==> src/rtl/mem_access_pkg.sv <==
// Shared widths, write-back select codes, size codes and state
// encoding for the RV32I memory stage.
package mem_access_pkg;

    localparam int FUNCT3_WIDTH   = 3;
    localparam int REG_WIDTH      = 32;
    localparam int REG_ADDR_WIDTH = 5;

    // Write-back source select
    localparam logic PASS = 1'b0;
    localparam logic LOAD = 1'b1;

    // Access size, funct3[1:0]
    localparam logic [1:0] SZ_B = 2'b00;
    localparam logic [1:0] SZ_H = 2'b01;
    localparam logic [1:0] SZ_W = 2'b10;

    typedef enum logic {
        MA_IDLE = 1'b0,
        MA_BUSY = 1'b1
    } ma_state_e;

endpackage

==> src/rtl/mem_access_store_align.sv <==
// Byte-enable, replicated store data and alignment check for one
// data-memory access; purely combinational.
module mem_access_store_align
    import mem_access_pkg::*;
(
    input  logic [1:0]           size_i,
    input  logic [1:0]           off_i,
    input  logic [REG_WIDTH-1:0] rs2_i,
    output logic [3:0]           be_o,
    output logic [REG_WIDTH-1:0] wdata_o,
    output logic                 misalign_o
);

    // Decode size into lane mask, replicated data and alignment fault
    always_comb begin
        be_o       = '0;
        wdata_o    = '0;
        misalign_o = 1'b0;
        case (size_i)
            SZ_B: begin
                be_o    = 4'b0001 << off_i;
                wdata_o = {4{rs2_i[7:0]}};
            end
            SZ_H: begin
                be_o       = 4'b0011 << off_i;
                wdata_o    = {2{rs2_i[15:0]}};
                misalign_o = off_i[0];
            end
            SZ_W: begin
                be_o       = 4'b1111;
                wdata_o    = rs2_i;
                misalign_o = |off_i;
            end
            default: misalign_o = 1'b1;
        endcase
    end

endmodule

==> src/rtl/mem_access.sv <==
// RV32I memory stage: issues load/store on the data port with a
// req/ack handshake, stalls execute while busy, retires to write-back.
module mem_access
    import mem_access_pkg::*;
#(
    parameter int TIMEOUT = 255
) (
    input  logic                      clk,
    input  logic                      rst_n,
    input  logic                      ex_valid,
    input  logic                      ex_load,
    input  logic                      ex_store,
    input  logic [FUNCT3_WIDTH-1:0]   ex_funct3,
    input  logic [REG_WIDTH-1:0]      ex_addr,
    input  logic [REG_WIDTH-1:0]      ex_store_data,
    input  logic [REG_WIDTH-1:0]      ex_data_rd,
    input  logic [REG_ADDR_WIDTH-1:0] ex_addr_rd,
    input  logic                      ex_gpr_we,
    output logic                      stall,
    output logic                      dmem_req,
    output logic                      dmem_we,
    output logic [REG_WIDTH-1:0]      dmem_addr,
    output logic [3:0]                dmem_be,
    output logic [REG_WIDTH-1:0]      dmem_wdata,
    input  logic                      dmem_ack,
    input  logic [REG_WIDTH-1:0]      dmem_rdata,
    output logic [FUNCT3_WIDTH-1:0]   funct3_mem_wb,
    output logic                      mem_mem_wb,
    output logic                      gpr_en_mem,
    output logic                      gpr_we_mem,
    output logic [REG_ADDR_WIDTH-1:0] addr_rd_mem,
    output logic [REG_WIDTH-1:0]      data_rd_mem,
    output logic [REG_WIDTH-1:0]      data_rd_mem_load,
    output logic                      misalign,
    output logic                      bus_err
);

    localparam int CW = (TIMEOUT > 1) ? $clog2(TIMEOUT + 1) : 1;
    localparam logic [CW-1:0] CNT_LAST = CW'((TIMEOUT > 0) ? TIMEOUT - 1 : 0);

    ma_state_e                 state_q, state_d;
    logic [CW-1:0]             cnt_q, cnt_d;
    logic                      req_q, req_d;
    logic                      we_q, we_d;
    logic [REG_WIDTH-1:0]      addr_q, addr_d;
    logic [3:0]                be_q, be_d;
    logic [REG_WIDTH-1:0]      wdata_q, wdata_d;
    logic                      load_q, load_d;
    logic [1:0]                off_q, off_d;
    logic [FUNCT3_WIDTH-1:0]   f3_q, f3_d;
    logic [REG_ADDR_WIDTH-1:0] rd_q, rd_d;
    logic                      gwe_q, gwe_d;
    logic [REG_WIDTH-1:0]      alu_q, alu_d;
    logic [FUNCT3_WIDTH-1:0]   wb_f3_q, wb_f3_d;
    logic                      wb_sel_q, wb_sel_d;
    logic                      wb_en_q, wb_en_d;
    logic                      wb_we_q, wb_we_d;
    logic [REG_ADDR_WIDTH-1:0] wb_rd_q, wb_rd_d;
    logic [REG_WIDTH-1:0]      wb_data_q, wb_data_d;
    logic [REG_WIDTH-1:0]      wb_load_q, wb_load_d;
    logic                      mis_q, mis_d;
    logic                      berr_q, berr_d;

    logic [3:0]           sa_be;
    logic [REG_WIDTH-1:0] sa_wdata;
    logic                 sa_mis;
    logic                 is_mem;

    assign is_mem = ex_load | ex_store;

    mem_access_store_align u_align (
        .size_i     (ex_funct3[1:0]),
        .off_i      (ex_addr[1:0]),
        .rs2_i      (ex_store_data),
        .be_o       (sa_be),
        .wdata_o    (sa_wdata),
        .misalign_o (sa_mis)
    );

    // State, bus request and write-back registers
    always_ff @(posedge clk or negedge rst_n) begin
        if (!rst_n) begin
            state_q   <= MA_IDLE;
            cnt_q     <= '0;
            req_q     <= 1'b0;
            we_q      <= 1'b0;
            addr_q    <= '0;
            be_q      <= '0;
            wdata_q   <= '0;
            load_q    <= 1'b0;
            off_q     <= '0;
            f3_q      <= '0;
            rd_q      <= '0;
            gwe_q     <= 1'b0;
            alu_q     <= '0;
            wb_f3_q   <= '0;
            wb_sel_q  <= PASS;
            wb_en_q   <= 1'b0;
            wb_we_q   <= 1'b0;
            wb_rd_q   <= '0;
            wb_data_q <= '0;
            wb_load_q <= '0;
            mis_q     <= 1'b0;
            berr_q    <= 1'b0;
        end else begin
            state_q   <= state_d;
            cnt_q     <= cnt_d;
            req_q     <= req_d;
            we_q      <= we_d;
            addr_q    <= addr_d;
            be_q      <= be_d;
            wdata_q   <= wdata_d;
            load_q    <= load_d;
            off_q     <= off_d;
            f3_q      <= f3_d;
            rd_q      <= rd_d;
            gwe_q     <= gwe_d;
            alu_q     <= alu_d;
            wb_f3_q   <= wb_f3_d;
            wb_sel_q  <= wb_sel_d;
            wb_en_q   <= wb_en_d;
            wb_we_q   <= wb_we_d;
            wb_rd_q   <= wb_rd_d;
            wb_data_q <= wb_data_d;
            wb_load_q <= wb_load_d;
            mis_q     <= mis_d;
            berr_q    <= berr_d;
        end
    end

    // Next state: accept ops in IDLE, wait for ack or timeout in BUSY
    always_comb begin
        state_d   = state_q;
        cnt_d     = cnt_q;
        req_d     = req_q;
        we_d      = we_q;
        addr_d    = addr_q;
        be_d      = be_q;
        wdata_d   = wdata_q;
        load_d    = load_q;
        off_d     = off_q;
        f3_d      = f3_q;
        rd_d      = rd_q;
        gwe_d     = gwe_q;
        alu_d     = alu_q;
        wb_f3_d   = wb_f3_q;
        wb_sel_d  = wb_sel_q;
        wb_en_d   = 1'b0;
        wb_we_d   = wb_we_q;
        wb_rd_d   = wb_rd_q;
        wb_data_d = wb_data_q;
        wb_load_d = wb_load_q;
        mis_d     = 1'b0;
        berr_d    = 1'b0;
        unique case (state_q)
            MA_IDLE: begin
                if (ex_valid && (!is_mem || sa_mis)) begin
                    wb_en_d   = 1'b1;
                    wb_sel_d  = PASS;
                    wb_f3_d   = ex_funct3;
                    wb_rd_d   = ex_addr_rd;
                    wb_data_d = ex_data_rd;
                    wb_we_d   = ex_gpr_we & ~is_mem;
                    mis_d     = is_mem;
                end else if (ex_valid) begin
                    state_d = MA_BUSY;
                    cnt_d   = '0;
                    req_d   = 1'b1;
                    we_d    = ex_store & ~ex_load;
                    addr_d  = {ex_addr[REG_WIDTH-1:2], 2'b00};
                    be_d    = sa_be;
                    wdata_d = sa_wdata;
                    load_d  = ex_load;
                    off_d   = ex_addr[1:0];
                    f3_d    = ex_funct3;
                    rd_d    = ex_addr_rd;
                    gwe_d   = ex_gpr_we;
                    alu_d   = ex_data_rd;
                end
            end
            MA_BUSY: begin
                if (dmem_ack || (TIMEOUT != 0 && cnt_q == CNT_LAST)) begin
                    state_d   = MA_IDLE;
                    req_d     = 1'b0;
                    wb_en_d   = 1'b1;
                    wb_f3_d   = f3_q;
                    wb_rd_d   = rd_q;
                    wb_data_d = alu_q;
                    wb_sel_d  = PASS;
                    wb_we_d   = 1'b0;
                    if (!dmem_ack) begin
                        berr_d = 1'b1;
                    end else if (load_q) begin
                        wb_sel_d  = LOAD;
                        wb_we_d   = gwe_q;
                        wb_load_d = dmem_rdata >> {off_q, 3'b000};
                    end
                end else begin
                    cnt_d = cnt_q + 1'b1;
                end
            end
            default: state_d = MA_IDLE;
        endcase
    end

    assign stall            = (state_q == MA_BUSY);
    assign dmem_req         = req_q;
    assign dmem_we          = we_q;
    assign dmem_addr        = addr_q;
    assign dmem_be          = be_q;
    assign dmem_wdata       = wdata_q;
    assign funct3_mem_wb    = wb_f3_q;
    assign mem_mem_wb       = wb_sel_q;
    assign gpr_en_mem       = wb_en_q;
    assign gpr_we_mem       = wb_we_q;
    assign addr_rd_mem      = wb_rd_q;
    assign data_rd_mem      = wb_data_q;
    assign data_rd_mem_load = wb_load_q;
    assign misalign         = mis_q;
    assign bus_err          = berr_q;

endmodule

==> config.mk <==
export PLATFORM = sky130hd
export DESIGN_NAME = mem_access
export DESIGN_NICKNAME = d
export VERILOG_FILES = /design/src/rtl/mem_access_pkg.sv /design/src/rtl/mem_access_store_align.sv /design/src/rtl/mem_access.sv
export SDC_FILE = /design/constraint.sdc
export NUM_CORES = 1
export LEC_CHECK = 0
export BUFFER_PORTS_ARGS = -buffer_cell sky130_fd_sc_hd__clkbuf_2
export CORE_UTILIZATION = 50
export CTS_CLUSTER_DIAMETER = 30
export DETAILED_ROUTE_END_ITERATION = 6
export PLACE_DENSITY = 0.78
export SLEW_MARGIN = 10
export SYNTH_ARGS = -nofsm -noshare
export SYNTH_HDL_FRONTEND = slang
export SYNTH_SLANG_ARGS = --single-unit
==> constraint.sdc <==
create_clock -name clk -period 1.92 [get_ports clk]
set_clock_uncertainty 0.15 [all_clocks]
set_input_delay 0.192 -clock clk [delete_from_list [all_inputs] [get_ports clk]]
set_output_delay 0.192 -clock clk [all_outputs]
set_load 0.1 [all_outputs]
## After elaboration in Yosys (flattened, before gate mapping)

Index checks and enable logic that the tools add are counted.

| operators by class | value |
|---|---|
| $add $sub $neg | 1 |
| eq/ne operators | 8 |
| shift operators | 3 |
| muxes and demuxes | 42 |
| bitwise operators | 7 |
| reduce and logical (&&, ||, !) cells | 11 |

Operators by type and width:

| kind | count |
|---|---|
| case mux 32 bit (3 select lines) | 1 |
| 2-to-1 mux 32 bit | 2 |
| case mux 32 bit (2 select lines) | 1 |
| >> shifter 32 x 5 -> 32 bit | 1 |
| 2-to-1 mux 8 bit | 3 |
| 2-to-1 mux 1 bit | 21 |
| case mux 8 bit (2 select lines) | 1 |
| case mux 4 bit (3 select lines) | 1 |
| 2-to-1 mux 5 bit | 2 |
| case mux 1 bit (2 select lines) | 5 |
| case mux 5 bit (2 select lines) | 1 |
| AND reduction 3 bit | 3 |
| adder 8 x 1 -> 8 bit, second input constant | 1 |
| equality test 8 bit, second input constant | 1 |
| inequality test 2 bit, second input constant | 4 |
| 2-to-1 mux 3 bit | 2 |
| case mux 3 bit (2 select lines) | 1 |
| inverter 1 bit | 4 |
| AND reduction 4 bit | 1 |
| left shift 1 x 2 -> 4 bit, first input constant | 1 |
| left shift 2 x 2 -> 4 bit, first input constant | 1 |
| case mux 1 bit (3 select lines) | 1 |
| bitwise AND 1 bit | 2 |
| equality test 2 x 1 -> 1 bit, second input constant | 1 |
| 9 further kinds | 10 |

| word-level totals | value |
|---|---|
| register bits | 198 |
| input bits | 143 |
| output and inout port bits | 148 |

## Longest topological paths before layout

Gate-level depths: netlist of run 1.

| depth | value |
|---|---|
| depth in word-level cells | 6 |
| gate-level depth with buffers | 8 |

## By module

From an unflattened synthesis of run 1, not the netlist that was laid out.

| unflattened totals | value |
|---|---|
| cells, all modules | 963 |
| area total of the unflattened synthesis | 8892.3 um2 |

By module, submodules not included:

| module | times used | cells each | area an instance (um2) |
|---|---|---|---|
| mem_access | 1 | 885 | 8334.2 |
| mem_access_store_align | 1 | 78 | 558.0 |

## Worst setup path after synthesis of run 1

Ideal clock, no wire load.

| timing | value |
|---|---|
| path kind | register to register |
| start point | reg state_q (netlist: stall) |
| end point | reg cnt_q[3] |
| arrival | 2.056 ns |
| path slack | -0.410 ns |
| cell stages (with the launch flop) | 6 |
| path buffers | 1 |
| clock period less this slack | 2.330 ns |
| cells stage by stage | dfrtp_1 > nand2b_1 > o21bai_2 > and2_1 > buf_2 > a211o_1 |

| on the way | value |
|---|---|
| longest elaborated chain between the ends | 3 |
| elaborated cells between the ends (all ways) | 6 |

RTL lines:

| what | RTL line | text |
|---|---|---|
| start, declared | mem_access.sv:41 | `ma_state_e state_q, state_d;` |
| start signal, assigned | mem_access.sv:106 | `state_q <= state_d;` |
| inverter 1 bit (no line) | - |  |
| inequality test 2 bit (no line) | - |  |
| AND reduction 3 bit (no line) | - |  |
| end signal, assigned | mem_access.sv:107 | `cnt_q <= cnt_d;` |
| end, declared | mem_access.sv:42 | `logic [CW-1:0] cnt_q, cnt_d;` |

Parallel ways exist; a longest one is shown, timed or not.
A chain may end at the register's enable or synchronous reset.

## Worst setup path in the final report of run 1

| timing | value |
|---|---|
| start point | reg cnt_q[1] |
| end point | reg wb_data_q[16] (netlist: data_rd_mem[16]) |

| on the way | value |
|---|---|
| longest elaborated chain between the ends | 4 |

RTL lines:

| what | RTL line | text |
|---|---|---|
| equality test 8 bit | mem_access.sv:182 | `if (dmem_ack \|\| (TIMEOUT != 0 && cnt_q == CNT_LAST)) begin` |
| logical OR 1 bit | mem_access.sv:182 |  |
| inequality test 2 x 1 -> 1 bit (no line) | - |  |
| AND reduction 2 bit (no line) | - |  |
| end signal, assigned | mem_access.sv:124 | `wb_data_q <= wb_data_d;` |
| end, declared | mem_access.sv:59 | `logic [REG_WIDTH-1:0] wb_data_q, wb_data_d;` |

Every way passes these cells.

==> results of run 1 <==
cell families after synthesis:
family | Yosys count | share of synthesized area
flip-flops | 198 | 0.5727
AND/OR/NAND/NOR | 181 | 0.1025
AO/OA/AOI/OAI | 177 | 0.1445
multiplexers | 107 | 0.1358
buffers and inverters | 70 | 0.04122
adder cells (fa/ha/maj) | 2 | 0.002892
other | 1 | 0.0004334
registers in the layout, indices dropped and copies added, names as in the netlist, 3 cells and up:
register,count
alu_q,32
dmem_wdata,32
addr_rd_mem,5
dmem_be,4
rd_q,5
cnt_q,8
data_rd_mem,32
funct3_mem_wb,3
data_rd_mem_load,32
f3_q,3
dmem_addr,30
final cells by class:
type | count | area [µm²]
Tap cell | 220 | 275.3
Timing Repair Buffer | 444 | 3114
Inverter | 14 | 52.55
Clock buffer | 20 | 446.7
Multi-Input combinational cell | 470 | 3411
Sequential cell | 198 | 4959
Fill cell | 1123 | 4387
Clock inverter | 11 | 115.1
worst reg2reg max path, delay by kind of cell, from the launching register on:
kind,cells,cell delay [ns]
AO/OA/AOI/OAI,3,0.59
flip-flops,1,0.43
adder cells (fa/ha/maj),1,0.24
buffers and inverters,1,0.21
AND/OR/NAND/NOR,1,0.15
power groups by stage:
stage	Combinational [µW]	Sequential (µW)	Clock, µW
after floorplan	1770	12700	0
after global placement	10200	6030	0
after detailed placement	10300	6080	0
after CTS	10600	6030	3550
after global routing	11000	6190	3710
final	10600	6070	3490
through the flow:
stage,instance area (µm²),worst slack [ns],hold WS [ns]
after floorplan,8662,0.02162,-0.2536
after global placement,10510,0.08589,-0.0005971
after detailed placement,10510,0.07318,-0.004937
after CTS,12270,0.01712,0.03106
after global routing,12370,0.001614,0.02472
final,12370,0.03951,0.02370
how the worst min path moves through the flow:
stage	startpoint	to	slack (ns)
3_5_place_dp	rst_n	data_rd_mem[23]$_DFFE_PN0P_	-0.005
4_1_cts	ex_addr[1]	off_q[1]$_DFFE_PN0P_	0.03
3_3_place_gp	rst_n	data_rd_mem[23]$_DFFE_PN0P_	-0.0006
6_report	ex_valid	misalign$_DFF_PN0_	0.02
5_1_grt	ex_valid	misalign$_DFF_PN0_	0.02
2_1_floorplan	rst_n	addr_rd_mem[0]$_DFFE_PN0P_	-0.25
repair_timing:
item	CTS	global route
endpoints found under the hold margin	333	0
resized for setup	0	9
setup buffers	0	2
setup endpoints to repair	0	106
hold buffers	120	0
cells in the mapped netlist (6+ instances only):
| cell | n | area [µm²] |
|---|---|---|
| dfrtp_1 | 198 | 4955 |
| nand2_1 | 75 | 281.5 |
| o21ai_0 | 54 | 270.3 |
| mux2_2 | 51 | 574.3 |
| a21oi_1 | 44 | 220.2 |
| nand2b_1 | 43 | 269.0 |
| o221a_2 | 37 | 416.7 |
| mux2_1 | 32 | 360.4 |
| clkbuf_1 | 27 | 101.4 |
| mux2i_1 | 24 | 240.2 |
| nor2_1 | 20 | 75.07 |
| nor2b_1 | 20 | 125.1 |
| a211oi_1 | 16 | 120.1 |
| buf_2 | 15 | 75.07 |
| inv_1 | 14 | 52.55 |
| buf_6 | 8 | 90.09 |
| o31ai_1 | 8 | 60.06 |
| nand3_1 | 6 | 30.03 |
routing by layer:
metal | global-route usage | up-vias | routed length (µm)
met3 | 0.05936 | 62 | 1461
met2 | 0.4890 | 349 | 12810
met1 | 0.3505 | 3613 | 10200
met4 | 0.1250 | 0 | 773
li1 | - | 3427 | -
met5 | 0 | - | 0
==> key figures, run 1 <==
Layout
  – Fin cells: 1377
  – Commonest non-fill, non-tap cells in the layout: clkbuf_2 (286), dfrtp_1 (197), dlygate4sd3_1 (119)
  – Share of layout cells above drive strength 1: 0.3915
  – Most common cell after layout, fill and taps aside: clkbuf_2
  – Antenna cells: 0
  – Layout Utilization: 0.7383
  – Fin nets: 1290
  – Area grow syn2layout: 43.01%

Setup path
  – Crit path max-delay cell type: dfrtp_1
  – Cells on worst reg2reg path: 6
  – Worst setup path category: reg -> reg
  – Critical Path Start: cnt_q[1]$_DFFE_PN0P_
  – Reg-to-reg slack, setup: 0.04 ns
  – R2R Path End: data_rd_mem[16]$_DFFE_PN0P_
  – Crit-path leading delay family: compound AO/OA/AOI/OAI gates
  – Worst Path Required: 2.09 ns
  – CP Launch Type: flop
  – Crit path to: data_rd_mem[16]$_DFFE_PN0P_
  – CP max stage delay: 0.43 ns
  – CP Depth: 6
  – Critical path cell sequence: ha_1 > nand4_1 > o21ai_4 > a21o_2 > clkbuf_16 > o221a_2
  – Source of the worst register-to-register timing path: cnt_q[1]$_DFFE_PN0P_
  – Critical path peak fanout: 21
  – Arr. time, crit path: 2.05 ns
  – Crit path buf inv count: 1
  – Worst setup EP type: flop

Synthesis
  – Cells after synthesis: 736
  – Synthesis-stage register bit count: 198
  – Post-Syn Area per Cell: 11.76 µm²
  – Yosys cell types: 41
  – Register area share after synthesis: 0.5727
  – Synth Flop Type: dfrtp_1
  – Post-synth EDFFs: 0
  – Synth warn: 0
  – Async set-reset flop share out of synthesis: 1.000
  – Post-Syn Area: 0.008652 mm²

Floorplan
  – # rows: 47
  – Starting Density: 0.5162
  – Core ar.: 0.01676 mm²
  – Die width: 133.5 µm
  – Die Span Y: 133.5 µm
  – I/O pins: 291
  – Die area: 0.01783 mm²

Power
  – Leakage: 0.005969 µW
  – Worst VDD drop: 2.200 mV
  – Reg power frac: 0.300
  – P_int: 9254 µW
  – Total Power: 20200 µW
  – Switching pwr: 10950 µW
  – Sw frac: 0.5419
  – Comb power frac: 0.527
  – Clk network pwr share: 0.173
  – P per Cell Area: 1633 mW/mm²

Timing
  – Total negative slack: 0 ns
  – Final hold violation count: 0
  – Slew Viols, Final: 0
  – Relative slew slack: 0.5953
  – RSZ-0062 raised after global routing: false
  – Crit path time final: 1.880 ns
  – Actual slew at the worst max-slew pin: 0.6096 ns
  – F_max: 531.8 MHz
  – Final Cycle Share: 0.9794
  – Finish-stage setup viols: 0

Drt
  – Via count: 7451
  – Initial DRC count: 511
  – Vias per cell: 5.411
  – Final ANT Viol Nets: 0
  – DRC errors left: 0
  – WL final: 25250 µm
  – Routed len/inst: 18.33 µm
  – TritonRoute pass-1 iters: 5

Global route
  – Grt ovf: 0
  – Vias in the first global route: 7646
  – Largest net degree at the start of global routing: 58
  – All-Layer GR Usage: 0.2862
  – First-pass GRT wire length: 39300 µm
  – Initial antenna violation count: 0

Clocking
  – H-tree Lvls: 4
  – Num CTS Buffers: 17
  – Max Buffers Root-to-Sink: 2
  – CTS tree: done
  – CTS root buf: clkbuf_16
  – Sink Count: 198
  – Clock latency on the worst-skew pair: 0.43 ns
  – Reg clk slew, reported paths: 0.07 ns

Worst hold path
  – Min-delay worst type: in -> reg
  – Worst hold stages: 3

Place
  – IO Port Bufs: 288
  – Post-Place Cells: 1223
  – GPL Wtd Cong: 0.8481
  – Post-DP HPWL: 15190 µm

Job
  – Max Cap Viol: 0

Run status
  – Outcome: finished, final reports clean
(Power assumes the default switching activity.)
==> inputs of run 2 (changes only) <==
==> constraint.sdc (replaced) <==
create_clock -name clk -period 1.92 [get_ports clk]
set_clock_uncertainty 0.15 [all_clocks]
set_input_delay 0.192 -clock clk [delete_from_list [all_inputs] [get_ports clk]]
set_output_delay 0.192 -clock clk [all_outputs]
set_load 0.005 [all_outputs]
==> run 2 against run 1 <==
  * Cell count shrank 0.22%
  * Largest power group is now sequential cells
  * Die area is the same
  * Critical path type unchanged
  * Sequential power about the same
  * Highest routed layer unchanged
  * Sequential share of layout area increased by 0.14 points
  * First-iteration DRC count shrank 12%
==> key figures, run 2 (synthesis gave the netlist of run 1 again) <==
Clocking
  – Clock latency on the worst-skew pair: 0.43 ns (about the same)
  – CTS root buf: clkbuf_16
  – Post-CTS Setup Bufs: 0 (unchanged)
  – Reg clk slew, reported paths: 0.07 ns (about the same)
  – Sink Count: 198 (unchanged)
  – Max Buffers Root-to-Sink: 2 (unchanged)
  – CTS tree: done
  – Num CTS Buffers: 17 (unchanged)
  – H-tree Lvls: 4 (unchanged)

Global route
  – Initial antenna violation count: 1 (+1)
  – Largest net degree at the start of global routing: 66 (+14%)
  – Vias in the first global route: 7546 (-1.3%)
  – First-pass GRT wire length: 39640 µm (+0.88%)
  – All-Layer GR Usage: 0.2858 (-0.0003463)
  – Grt ovf: 0 (unchanged)

Floorplan
  – Starting Density: 0.5162 (unchanged)
  – # rows: 47 (unchanged)
  – Die Span Y: 133.5 µm (unchanged)
  – I/O pins: 291 (unchanged)
  – Die width: 133.5 µm (unchanged)
  – Core ar.: 0.01676 mm² (unchanged)
  – Die area: 0.01783 mm² (unchanged)

Setup path
  – Crit-path leading delay family: compound AO/OA/AOI/OAI gates
  – Worst Path Required: 2.14 ns (+0.05 ns)
  – Critical path peak fanout: 26 (+24%)
  – Critical path cell sequence: inv_1 > ha_1 > nand4_1 > o21ai_4 > a21o_4 > buf_12 > o221a_2
  – CP max stage delay: 0.38 ns (-0.05 ns)
  – Arr. time, crit path: 2.00 ns (-0.05 ns)
  – Worst setup path category: reg -> reg
  – CP Launch Type: flop
  – Crit path buf inv count: 2 (+1)
  – Worst setup EP type: flop
  – Crit path max-delay cell type: dfrtp_1

Timing
  – Final hold violation count: 0 (unchanged)
  – Slew Viols, Final: 0 (unchanged)
  – Final Cycle Share: 0.9294 (-0.05006)
  – F_max: 560.4 MHz (+5.4%)
  – RSZ-0062 raised after global routing: false
  – Relative slew slack: 0.5572 (-0.03816)
  – Total negative slack: 0 ns (unchanged)
  – Actual slew at the worst max-slew pin: 0.6629 ns (+0.05328 ns)
  – Crit path time final: 1.784 ns (-0.09611 ns)
  – Finish-stage setup viols: 0 (unchanged)

Layout
  – Fill cells: 1128 (+0.45%)
  – Most common cell after layout, fill and taps aside: clkbuf_2
  – Fin nets: 1285 (-0.39%)
  – Share of layout cells above drive strength 1: 0.3877 (-0.003846)
  – Area grow syn2layout: 42.41%
  – Commonest non-fill, non-tap cells in the layout: clkbuf_2 (287), dfrtp_1 (198), dlygate4sd3_1 (120)
  – Layout Utilization: 0.7352 (-0.003061)

Drt
  – Initial DRC count: 448 (-12%)
  – TritonRoute pass-1 iters: 5 (unchanged)
  – Routed len/inst: 17.67 µm (-3.6%)
  – Final ANT Viol Nets: 0 (unchanged)
  – Via count: 7343 (-1.4%)
  – Vias per cell: 5.344 (-1.2%)
  – DRC errors left: 0 (unchanged)
  – WL final: 24290 µm (-3.8%)

Power
  – P per Cell Area: 1081 mW/mm² (-34%)
  – Worst VDD drop: 0.6178 mV (-72%)
  – Leakage: 0.005931 µW (-0.64%)
  – Total Power: 13320 µW (-34%)

Run status
  – Outcome: finished, final reports clean

Place
  – Post-DP HPWL: 15390 µm (+1.3%)
  – GPL Wtd Cong: 0.8298 (-2.2%)
  – IO Port Bufs: 288 (unchanged)

Worst hold path
  – Min-delay worst type: in -> reg

Job
  – Max Cap Viol: 0 (unchanged)
[run 2: through the flow]
step	cell area, µm²	hold WS, ns	worst slack [ns]	std cells
finish	12320	0.03655	0.1356	1374
global route	12320	0.04114	0.03841	1374
CTS	12310	0.01296	0.004323	1373
detailed placement	10540	0.0004101	-0.01445	1221
global placement	10540	-0.007319	-0.01130	1221
floorplan	8656	-0.2536	0.1429	737
[run 2: path summary, 6_finish.rpt]
kind                       slack, ns                             start                                to  cells after the start
max in group asynchronous       0.83                             rst_n          dmem_addr[9]$_DFFE_PN0P_                      3
min in group asynchronous       0.09                             rst_n         dmem_addr[27]$_DFFE_PN0P_                      2
max reg2reg                     0.14              cnt_q[0]$_DFFE_PN0P_        data_rd_mem[5]$_DFFE_PN0P_                      7
max                             0.14              cnt_q[0]$_DFFE_PN0P_        data_rd_mem[5]$_DFFE_PN0P_                      7
min                             0.04                          dmem_ack                 bus_err$_DFF_PN0_                      3
min reg2reg                     0.33  data_rd_mem_load[22]$_DFFE_PN0P_  data_rd_mem_load[22]$_DFFE_PN0P_                      2
[run 2: power by group]
group	leakage [µW]	switching [µW]	total, µW	internal, µW
Clock	0.000275	1630	3470	1840
Sequential	0.00240	693	6060	5360
Combinational	0.00326	1760	3800	2040
Total	0.00593	4080	13300	9240
[run 2: repair_timing]
| item | 4_1_cts | 5_1_grt |
|---|---|---|
| setup endpoints to repair | 0 | 50 |
| hold buffers | 120 | 0 |
| gates resized for setup | 0 | 3 |
| hold endpoints to repair | 364 | 0 |
[run 2: worst register-to-register path, cell delays in order, from the launching register on]
cell and delay [ns]:
dfrtp_1 0.38, inv_1 0.06, ha_1 0.20, nand4_1 0.15
o21ai_4 0.21, a21o_4 0.16, buf_12 0.18, o221a_2 0.23
[run 2: layout make-up]
class | count | area [µm²] | share of cell area
clock buffer | 23 | 488.0 | 0.03960
tap | 220 | 275.3 | 0.02234
inverter | 14 | 52.55 | 0.004265
multi-input combinational | 469 | 3376 | 0.2740
clock inverter | 9 | 81.33 | 0.006600
timing repair buffer | 440 | 3092 | 0.2509
antenna | 1 | 2.502 | 0.0002031
sequential | 198 | 4955 | 0.4021
[run 2: layer usage]
metal,up-vias,global-route usage,share of wire
met5,-,0,0
met4,0,0.1282,0.034
met3,56,0.05518,0.055
met2,298,0.4795,0.50
met1,3570,0.3592,0.41
li1,3419,-,-
==> inputs of run 3 (changes only) <==
--- a/config.mk
+++ b/config.mk
@@ -6,10 +6,12 @@
 export NUM_CORES = 1
 export LEC_CHECK = 0
 export BUFFER_PORTS_ARGS = -buffer_cell sky130_fd_sc_hd__clkbuf_2
-export CORE_UTILIZATION = 50
+export CELL_PAD_IN_SITES_DETAIL_PLACEMENT = 1
+export CELL_PAD_IN_SITES_GLOBAL_PLACEMENT = 2
+export CORE_UTILIZATION = 32
 export CTS_CLUSTER_DIAMETER = 30
 export DETAILED_ROUTE_END_ITERATION = 6
-export PLACE_DENSITY = 0.78
+export PLACE_DENSITY = 0.8
 export SLEW_MARGIN = 10
 export SYNTH_ARGS = -nofsm -noshare
 export SYNTH_HDL_FRONTEND = slang
==> run 3 against run 2 <==
  * The flow now finishes with violations (DRC)
  * Setup slack got worse by 0.077 ns
  * Power increased by 3.0%
  * First-iteration DRC count increased by 0.45%
  * Sequential power decreased by 1%
  * Register-to-register slack got worse by 0.02 ns
  * Combinational power increased by 3%
  * Clock power increased by 9.2%
  * Count of clock-buffer cells in the layout decreased by 6
  * Worst hold slack improved by 0.0022 ns
  * Routed wire length increased by 14%
  * Critical path type is now in -> reg
  * Largest power group unchanged
  * Highest routed layer unchanged
==> key figures, run 3 (synthesis gave the netlist of run 1 again) <==
Place
  – GPL Wtd Cong: 0.7899 (-4.8%)
  – Post-Place Cells: 1340 (+9.7%)
  – Post-DP HPWL: 18340 µm (+19%)
  – Pre-CTS setup slack: 0.01623 ns (+0.03068 ns)
  – IO Port Bufs: 288 (unchanged)

Layout
  – Fin cells: 1499 (+9.1%)
  – Fin nets: 1296 (+0.86%)
  – Antenna cells: 0 (-1)
  – Area grow syn2layout: 45.67%
  – Most common cell after layout, fill and taps aside: clkbuf_2
  – Commonest non-fill, non-tap cells in the layout: clkbuf_2 (287), dfrtp_1 (198), dlygate4sd3_1 (119)
  – Share of layout cells above drive strength 1: 0.3978 (+0.01008)

Drt
  – WL final: 27780 µm (+14%)
  – Routed len/inst: 18.53 µm (+4.9%)
  – Vias per cell: 4.874 (-8.8%)
  – Final ANT Viol Nets: 0 (unchanged)
  – Via count: 7306 (-0.50%)
  – DRC errors left: 21 (+21)
  – TritonRoute pass-1 iters: 7 (+2)
  – Initial DRC count: 450 (+0.45%)

Timing
  – F_max: 537.3 MHz (-4.1%)
  – PnR worst setup slack: 0.05894 ns (-0.07668 ns)
  – Slew Viols, Final: 0 (unchanged)
  – Finish-stage setup viols: 0 (unchanged)
  – Final hold violation count: 0 (unchanged)
  – Actual slew at the worst max-slew pin: 0.6510 ns (-0.01187 ns)
  – Relative slew slack: 0.5651 (+0.007929)
  – Crit path time final: 1.861 ns (+0.07668 ns)
  – Final Cycle Share: 0.9693 (+0.03994)
  – WHS: 0.03875 ns (+0.002191 ns)

Global route
  – M3 GR Usage: 0.03660 (-0.01858)
  – Grt ovf: 0 (unchanged)
  – Initial antenna violation count: 1 (unchanged)
  – All-Layer GR Usage: 0.2010 (-0.08484)
  – Largest net degree at the start of global routing: 63 (-4.5%)
  – First-pass GRT wire length: 44040 µm (+11%)
  – Met2 Usage GRT: 0.3405 (-0.1389)
  – Busiest layer in global routing: met2
  – Vias in the first global route: 7877 (+4.4%)
  – GRT met1 Usage: 0.2585 (-0.1007)

Floorplan
  – Die Span Y: 166.4 µm (+25%)
  – Core ar.: 0.02628 mm² (+57%)
  – Die area: 0.02770 mm² (+55%)
  – I/O pins: 291 (unchanged)
  – Starting Density: 0.3292 (-0.1870)
  – Die width: 166.4 µm (+25%)
  – # rows: 59 (+26%)

Setup path
  – Worst Path Required: 2.07 ns (-0.07 ns)
  – CP Launch Type: input pin
  – Critical path peak fanout: 9 (-65%)
  – Worst setup path category: in -> reg
  – Worst setup EP type: flop
  – Arr. time, crit path: 2.02 ns (+0.02 ns)

Power
  – P per Cell Area: 1089 mW/mm² (+0.71%)
  – Worst VDD drop: 0.4420 mV (-28%)
  – Leakage: 0.006011 µW (+1.3%)
  – Total Power: 13730 µW (+3.0%)

Run status
  – Failing checks: DRC
  – Outcome: complete, but fails checks

Clocking
  – H-tree Lvls: 4 (unchanged)
  – Num CTS Buffers: 17 (unchanged)
  – Clock latency on the worst-skew pair: 0.43 ns (about the same)
  – Reg clk slew, reported paths: 0.08 ns (about the same)
  – CTS tree: done
  – Sink Count: 198 (unchanged)
  – CTS root buf: clkbuf_16
  – Max Buffers Root-to-Sink: 2 (unchanged)

Worst hold path
  – Min-delay worst type: in -> reg

Job
  – Max Cap Viol: 0 (unchanged)
run 3: cell count changes in the layout (fill, tap and decap cells not counted), sizes merged, moves of 3 or more:
cell    previous run  this run
clkbuf           311       307
inv               20        24
clkinv             1         4
buf               32        42
run 3: final timing paths:
kind                                                       start  slack (ns)  cells past startpoint                          endpoint
worst max register to register              cnt_q[0]$_DFFE_PN0P_        0.12                      7              cnt_q[7]$_DFFE_PN0P_
worst max-delay path                                     ex_load        0.06                      7         dmem_addr[19]$_DFFE_PN0P_
worst min-delay path                                    dmem_ack        0.04                      3                 bus_err$_DFF_PN0_
worst min register to register  data_rd_mem_load[19]$_DFFE_PN0P_        0.33                      2  data_rd_mem_load[19]$_DFFE_PN0P_
min in group asynchronous                                  rst_n        0.06                      2        data_rd_mem[4]$_DFFE_PN0P_
max in group asynchronous                                  rst_n        0.85                      3              off_q[0]$_DFFE_PN0P_
run 3: area by class of cell:
cell class / count / area, µm²
multi-input combinational: 469 / 3379
inverter: 14 / 52.55
timing repair buffer: 451 / 3169
clock buffer: 17 / 425.4
sequential: 198 / 4955
clock inverter: 15 / 202.7
fill: 2892 / 13680
tap: 335 / 419.2
run 3: power breakdown:
group / internal [µW] / switching (µW) / leakage (µW)
clock: 1820 / 1970 / 0.000299
sequential: 5360 / 647 / 0.00240
combinational: 2070 / 1860 / 0.00332
total: 9250 / 4470 / 0.00601
run 3: per-stage QoR:
step / setup TNS (ns) / util / cell area [µm²]
6_report: 0 / 0.4796 / 12600
5_1_grt: -0.009474 / 0.4796 / 12600
4_1_cts: 0 / 0.4751 / 12480
3_5_place_dp: 0 / 0.4058 / 10670
3_3_place_gp: 0 / 0.4058 / 10670
2_1_floorplan: 0 / - / 8656
run 3: per-layer routing:
metal | part of all wire | vias up | wire, µm
met3 | 0.042 | 38 | 1174
met1 | 0.44 | 3640 | 12110
met2 | 0.50 | 205 | 13820
li1 | - | 3423 | -
met4 | 0.024 | 0 | 678
met5 | 0 | - | 0
run 3: timing repair:
| item | in CTS | in global routing |
|---|---|---|
| hold endpoints to repair | 357 | 0 |
| gates resized for setup | 0 | 4 |
| hold buffers | 119 | 0 |
| setup endpoints to repair | 0 | 48 |
| setup buffers | 0 | 6 |
run 3: critical path: stages:
cell	delay (ns)
dlygate4sd3_1	0.53
clkbuf_2	0.12
or2_2	0.33
o211ai_4	0.20
buf_12	0.19
buf_12	0.12
mux2_1	0.32
